`src/rtl/alu_reg32.sv`:
```
// Two-operand ALU (add/sub/and/or) with combinational result and flags,
// plus a load-enabled result register with synchronous clear.
module alu_reg32 #(
    parameter int WIDTH = 32
) (
    input  logic             Clk,
    input  logic             Clr,
    input  logic             En,
    input  logic [WIDTH-1:0] X,
    input  logic [WIDTH-1:0] Y,
    input  logic [1:0]       Aluc,
    output logic [WIDTH-1:0] R,
    output logic             Z,
    output logic             V,
    output logic [WIDTH-1:0] Q,
    output logic [WIDTH-1:0] Qn,
    output logic             Zq
);

    localparam int MSB = WIDTH - 1;

    logic             sub;
    logic [WIDTH-1:0] b_eff;
    logic [WIDTH-1:0] addsub;

    // Subtract shares the adder: X + ~Y + 1.
    assign sub    = Aluc[0];
    assign b_eff  = sub ? ~Y : Y;
    assign addsub = X + b_eff + {{(WIDTH-1){1'b0}}, sub};

    always_comb begin
        R = '0;
        V = 1'b0;
        unique case (Aluc)
            2'b00, 2'b01: begin
                R = addsub;
                // Operands of equal sign into the adder yielding a different sign.
                V = (X[MSB] == b_eff[MSB]) && (addsub[MSB] != X[MSB]);
            end
            2'b10: R = X & Y;
            2'b11: R = X | Y;
            default: R = '0;
        endcase
    end

    assign Z = (R == '0);

    always_ff @(posedge Clk) begin
        if (Clr) begin
            Q  <= '0;
            Zq <= 1'b1;
        end else if (En) begin
            Q  <= R;
            Zq <= Z;
        end
    end

    assign Qn = ~Q;

endmodule

```
`config.mk`:
```
export PLATFORM = sky130hd
export DESIGN_NAME = alu_reg32
export DESIGN_NICKNAME = d
export VERILOG_FILES = /design/src/rtl/alu_reg32.sv
export SDC_FILE = /design/constraint.sdc
export NUM_CORES = 1
export LEC_CHECK = 0
export BUFFER_PORTS_ARGS = -buffer_cell sky130_fd_sc_hd__buf_2
export CAP_MARGIN = 30
export CORE_ASPECT_RATIO = 0.9
export CORE_UTILIZATION = 45
export CTS_CLUSTER_DIAMETER = 80
export DETAILED_ROUTE_END_ITERATION = 10
export HOLD_SLACK_MARGIN = 0.05
export PLACE_DENSITY = 0.74
export SLEW_MARGIN = 15
export SYNTH_ARGS = -nofsm -noshare
export SYNTH_HDL_FRONTEND = slang
export SYNTH_SLANG_ARGS = --single-unit
```
`constraint.sdc`:
```
create_clock -name Clk -period 11.88 [get_ports Clk]
set_input_delay 0 -clock Clk [delete_from_list [all_inputs] [get_ports Clk]]
set_output_delay 0 -clock Clk [all_outputs]
set_load 0.02 [all_outputs]
```
[Word level (Yosys, flattened, before mapping)]
Index checks and enable logic that the tools add are counted.
Storage, ports and cells
  bits in registers: 33
  input port bits: 69
  output and inout bits: 99
  word-level logic and storage cells: 20
Cells by class
  add/subtract/negate cells: 2
  eq/ne operators: 5
  muxes and demuxes: 3
  bitwise gates (word level): 4
  reduce and logical (&&, ||, !) cells: 4
Operator list (number)
  $pmux W32 S3: 1
  $not A32 Y32: 2
  $add A32 B1 Y32: 1
  $add A32 B32 Y32: 1
  $and A32 B32 Y32: 1
  $logic_not A32 Y1: 1
  $mux W32: 1
  $or A32 B32 Y32: 1
  $eq A2 B2 Y1 const B: 2
  $eq A2 B1 Y1 const B: 1
  $logic_not A2 Y1: 1
  $reduce_or A2 Y1: 1
  $eq A1 B1 Y1: 1
  $logic_and A1 B1 Y1: 1
  $mux W1: 1
  $ne A1 B1 Y1: 1

[Depth between registers and ports, before layout]
  word-level depth: 7
  depth in mapped cells: 17
  gate-level depth less buffers: 13

[Worst setup path before layout]
OpenSTA, ideal clock, no wires.
  path kind: in2reg
  start: input Aluc[0]
  end: register Zq
  library setup time: 0.115 ns
  arrival: 4.373 ns
  data required time: 11.765 ns
  slack: 7.391 ns
  stages on the path: 17
  path buffers: 4
  path through: buf_6 clkbuf_1 buf_1 clkbuf_1 xor2_1 inv_1 fa_1 nand3b_1 a211oi_1 o211ai_1 a311oi_1 o22ai_1 o21ai_0 a211oi_1 a311oi_1 nor4_2 a31o_1
On the way
  word-level cells in the longest chain between the ends: 5
  elaborated cells between the ends (all ways): 10
  classes of those cells: add/sub: 2; eq/ne: 3; mux: 2; reduce/logical: 3
RTL lines
  from (decl): line 11  | input logic [1:0] Aluc,
  $mux W32: line 28  | assign b_eff = sub ? ~Y : Y;
  $add A32 B32 Y32: line 29  | assign addsub = X + b_eff + {{(WIDTH-1){1'b0}}, sub};
  $add A32 B1 Y32: line 29
  $pmux W32 S3 *: line 34  | unique case (Aluc)
  named net R[28]: line 12  | output logic [WIDTH-1:0] R,
  $logic_not A32 Y1 *: line 46  | assign Z = (R == '0);
  to (signal assigned): line 51  | Zq <= 1'b1;
  to (signal assigned): line 54  | Zq <= Z;
  to (decl): line 17  | output logic Zq
Mark *: on every way through the listed nets, which the timed path passes. The rest lies on a longest branch.
A chain may end at the register's enable or synchronous reset.

[Worst setup path in the final report]
  start: input Aluc[0]
  end: output Z
On the way
  word-level cells in the longest chain between the ends: 5
  elaborated cells between the ends (all ways): 10
  classes of those cells: add/sub: 2; eq/ne: 3; mux: 2; reduce/logical: 3
RTL lines
  $mux W32: line 28
  $add A32 B32 Y32: line 29
  $add A32 B1 Y32: line 29
  $pmux W32 S3 *: line 34
  $logic_not A32 Y1 *: line 46
  to (decl): line 13  | output logic Z,
Every way passes the cells marked *; elsewhere a longest branch is shown, timed or not.

==> key figures <==
Worst setup path
  – Arr. time, crit path: between 4 and 5 ns
  – Max FO, Critical Path: between 60 and 70
  – Worst path required time: between 10 and 15 ns
  – Crit path launch type: input pin
  – CP Capture Type: output port
  – Crit Path Class: in -> out

Global route
  – Grt total ovfl: 0
  – First-pass GRT wire length: between 20 and 25 mm
  – Pin count of the biggest net entering global routing: 64
  – Initial antenna violation count: 0
  – Vias in the first global route: between 4000 and 5000
  – GRT Overall Usage: a little over a quarter

Route
  – Routed Antenna Nets: 0
  – Vias: 5222
  – Pre-antenna DRT Iters: 5
  – Residual DRC count: 0
  – WL per Instance: ~17 µm
  – Drt via density: between 5 and 6
  – DRT Wirelength: approximately 15 mm
  – DRC marker count from the first detailed-route iteration: 362

STA
  – Max-slew violations: 0
  – Final Hold Viols: 0
  – Max frequency: around 220 MHz
  – Final setup viols: 0
  – Final Cycle Share: 38.2%
  – Rel. slew slack: between 40% and 50%
  – Final WS setup: around 7.3 ns
  – Worst Tran Pin Value: roughly 0.84 ns
  – Sum Neg Setup Slack: 0 ns
  – Post-layout min period: 4.54 ns
  – Clock Skews: 0 ns
  – Worst hold margin: 0.208 ns
  – RSZ-0062 raised after global routing: no

Finish
  – Syn-to-layout area delta: 21.1%
  – # diodes: 0
  – Finished Layout Cells: 894
  – Layout fillers: around 970
  – Nets: between 800 and 900
  – Ratio of cells with drive above 1 in the final layout: a little over a quarter
  – Post-route cell area: approximately 5600 µm²
  – Core Util, Final: 56.8%

Clocking
  – Clk pin slew, worst setup/hold paths: 0.05 ns
  – Root buf cell: clkbuf_16
  – Post-CTS Setup Bufs: 0
  – CTS tree: built
  – CTS Hold Buffers Added: 0
  – Worst-Skew Late Latency: 0.27 ns
  – CTS max path bufs: 2
  – Cts bufs inserted: 5
  – Post-CTS sizing: 0
  – CTS Sinks: 33
  – H-Tree Depth: 2

Yosys
  – Post-Syn Instances: 624
  – Number of synthesized flops with an enable pin: 0
  – Leading area contributor after synthesis: dfxtp_1
  – Synth Cell Area: between 4000 and 5000 µm²
  – Primary FF master, synth: dfxtp_1
  – Post-synthesis register bit count: 33
  – Post-synthesis async set-or-reset flop share: 0%
  – Post-Syn Nets: 727
  – Synth top area share: 14.4%
  – Synth top area cells: dfxtp_1 (14%), ha_1 (9.0%), xor2_1 (6.3%)
  – Library cells used by synthesis: 75
  – Top-count cell post-synth: nor2_1
  – Synth warn: 0
  – Top cells by count, synth: nor2_1 (61), inv_1 (59), nand2_1 (58)
  – Synthesized area per cell: 7.35 µm²
  – Post-synthesis sequential area ratio: between 10 and 15%

Place
  – Port buffer count: approximately 170
  – DP HPWL: around 12 mm
  – Cell Area, Placed: 5390 µm²
  – Placed Cells: 885
  – RePlAce Congestion: 0.916
  – Pre-CTS WS: around 7.4 ns

Die
  – Core region area: ~9800 µm²
  – Cell Rows: 34
  – Die Y: a little under 100 µm
  – Starting density of the core: 46.9%
  – IO Count: between 150 and 200
  – Die width: between 100 and 150 µm
  – Die Area: 10600 µm²

Power and ir drop
  – VDD IR max: about 0.077 mV
  – Sw Ratio: 47.0%
  – Comb power frac: between 60% and 70%
  – Leakage Power: roughly 2.6 nW
  – P_int: between 300 and 400 µW
  – P_sw: 299 µW
  – Overall power: around 640 µW
  – Clk pwr share: a little under a fifth
  – Seq pwr share: about a fifth
  – PwrDens: between 100 and 150 nW/µm²

Job
  – Max_cap viols: 0

Worst hold path
  – Hold Crit Class: in -> reg

Run status
  – Status: completed
critical path, cell delays in order:
cell	delay (ns)
buf_2	0.08
buf_4	0.64
xor2_1	0.25
inv_1	0.09
fa_1	0.43
nand3b_1	0.23
a211oi_1	0.62
o211ai_1	0.25
a311oi_1	0.31
o22ai_1	0.15
o21ai_0	0.27
a211oi_1	0.12
a311oi_1	0.57
nor4_2	0.14
and4_1	0.23
buf_2	0.15
power groups by stage:
stage	clock network [mW]	registers (mW)	logic (mW)
final	0.122	0.130	0.385
after global routing	0.129	0.132	0.416
after CTS	0.122	0.130	0.380
after detailed placement	0	0.132	0.378
after global placement	0	0.132	0.374
after floorplan	0	0.145	0.256
cell type report:
class,count,area (µm²),area share (%)
Timing Repair Buffer,170,878,15.8
Clock buffer,6,129,2.32
Clock inverter,2,10.0,0.180
Sequential cell,33,661,11.9
Tap cell,126,158,2.84
Inverter,59,221,3.99
Multi-Input combinational cell,498,3500,63.0
worst paths after layout:
check / start / endpoint / slack, ns / depth (start not counted)
setup / recovery: Aluc[0] / Z / 7.34 / 16
hold / removal: Clr / Q[28] / 0.21 / 2
setup reg to reg: Q[22] / Q[22] / 11.07 / 2
hold reg to reg: Q[16] / Q[16] / 0.48 / 2
metal layers:
metal  GRT usage (%)  share of wire [%]  vias up  wire [µm]
met5               0                  0        -          0
met4            8.11                2.8        0        409
li1                -                  -     2530          -
met1            34.5                 43     2446       6430
met3            3.81                7.0       25       1040
met2            48.2                 47      221       6930
registers in the layout (all words and copies together), names as in the netlist:
name and count:
Q 32, Zq 1
placed cells by master (no fill, tap or decap), types with 12 or more instances in the layout:
| master | synthesis | routed |
|---|---|---|
| a211oi_1 | 19 | 19 |
| a21oi_1 | 43 | 43 |
| buf_2 | 0 | 167 |
| dfxtp_1 | 33 | 33 |
| ha_1 | 33 | 33 |
| inv_1 | 59 | 59 |
| maj3_1 | 22 | 22 |
| mux2i_1 | 20 | 20 |
| nand2_1 | 58 | 58 |
| nor2_1 | 61 | 61 |
| nor3_1 | 12 | 12 |
| o21ai_0 | 36 | 36 |
| xnor2_1 | 14 | 14 |
| xor2_1 | 33 | 33 |
kinds of logic after synthesis:
family | count (synthesis) | share of synthesized area, %
simple gates | 186 | 19.1
flops | 33 | 14.4
buf+inv | 93 | 9.30
mux | 23 | 5.16
xor+xnor | 47 | 8.97
fa+ha+maj | 56 | 14.2
compound gates | 186 | 28.8
No activity file was read; power rests on OpenSTA's default activity.
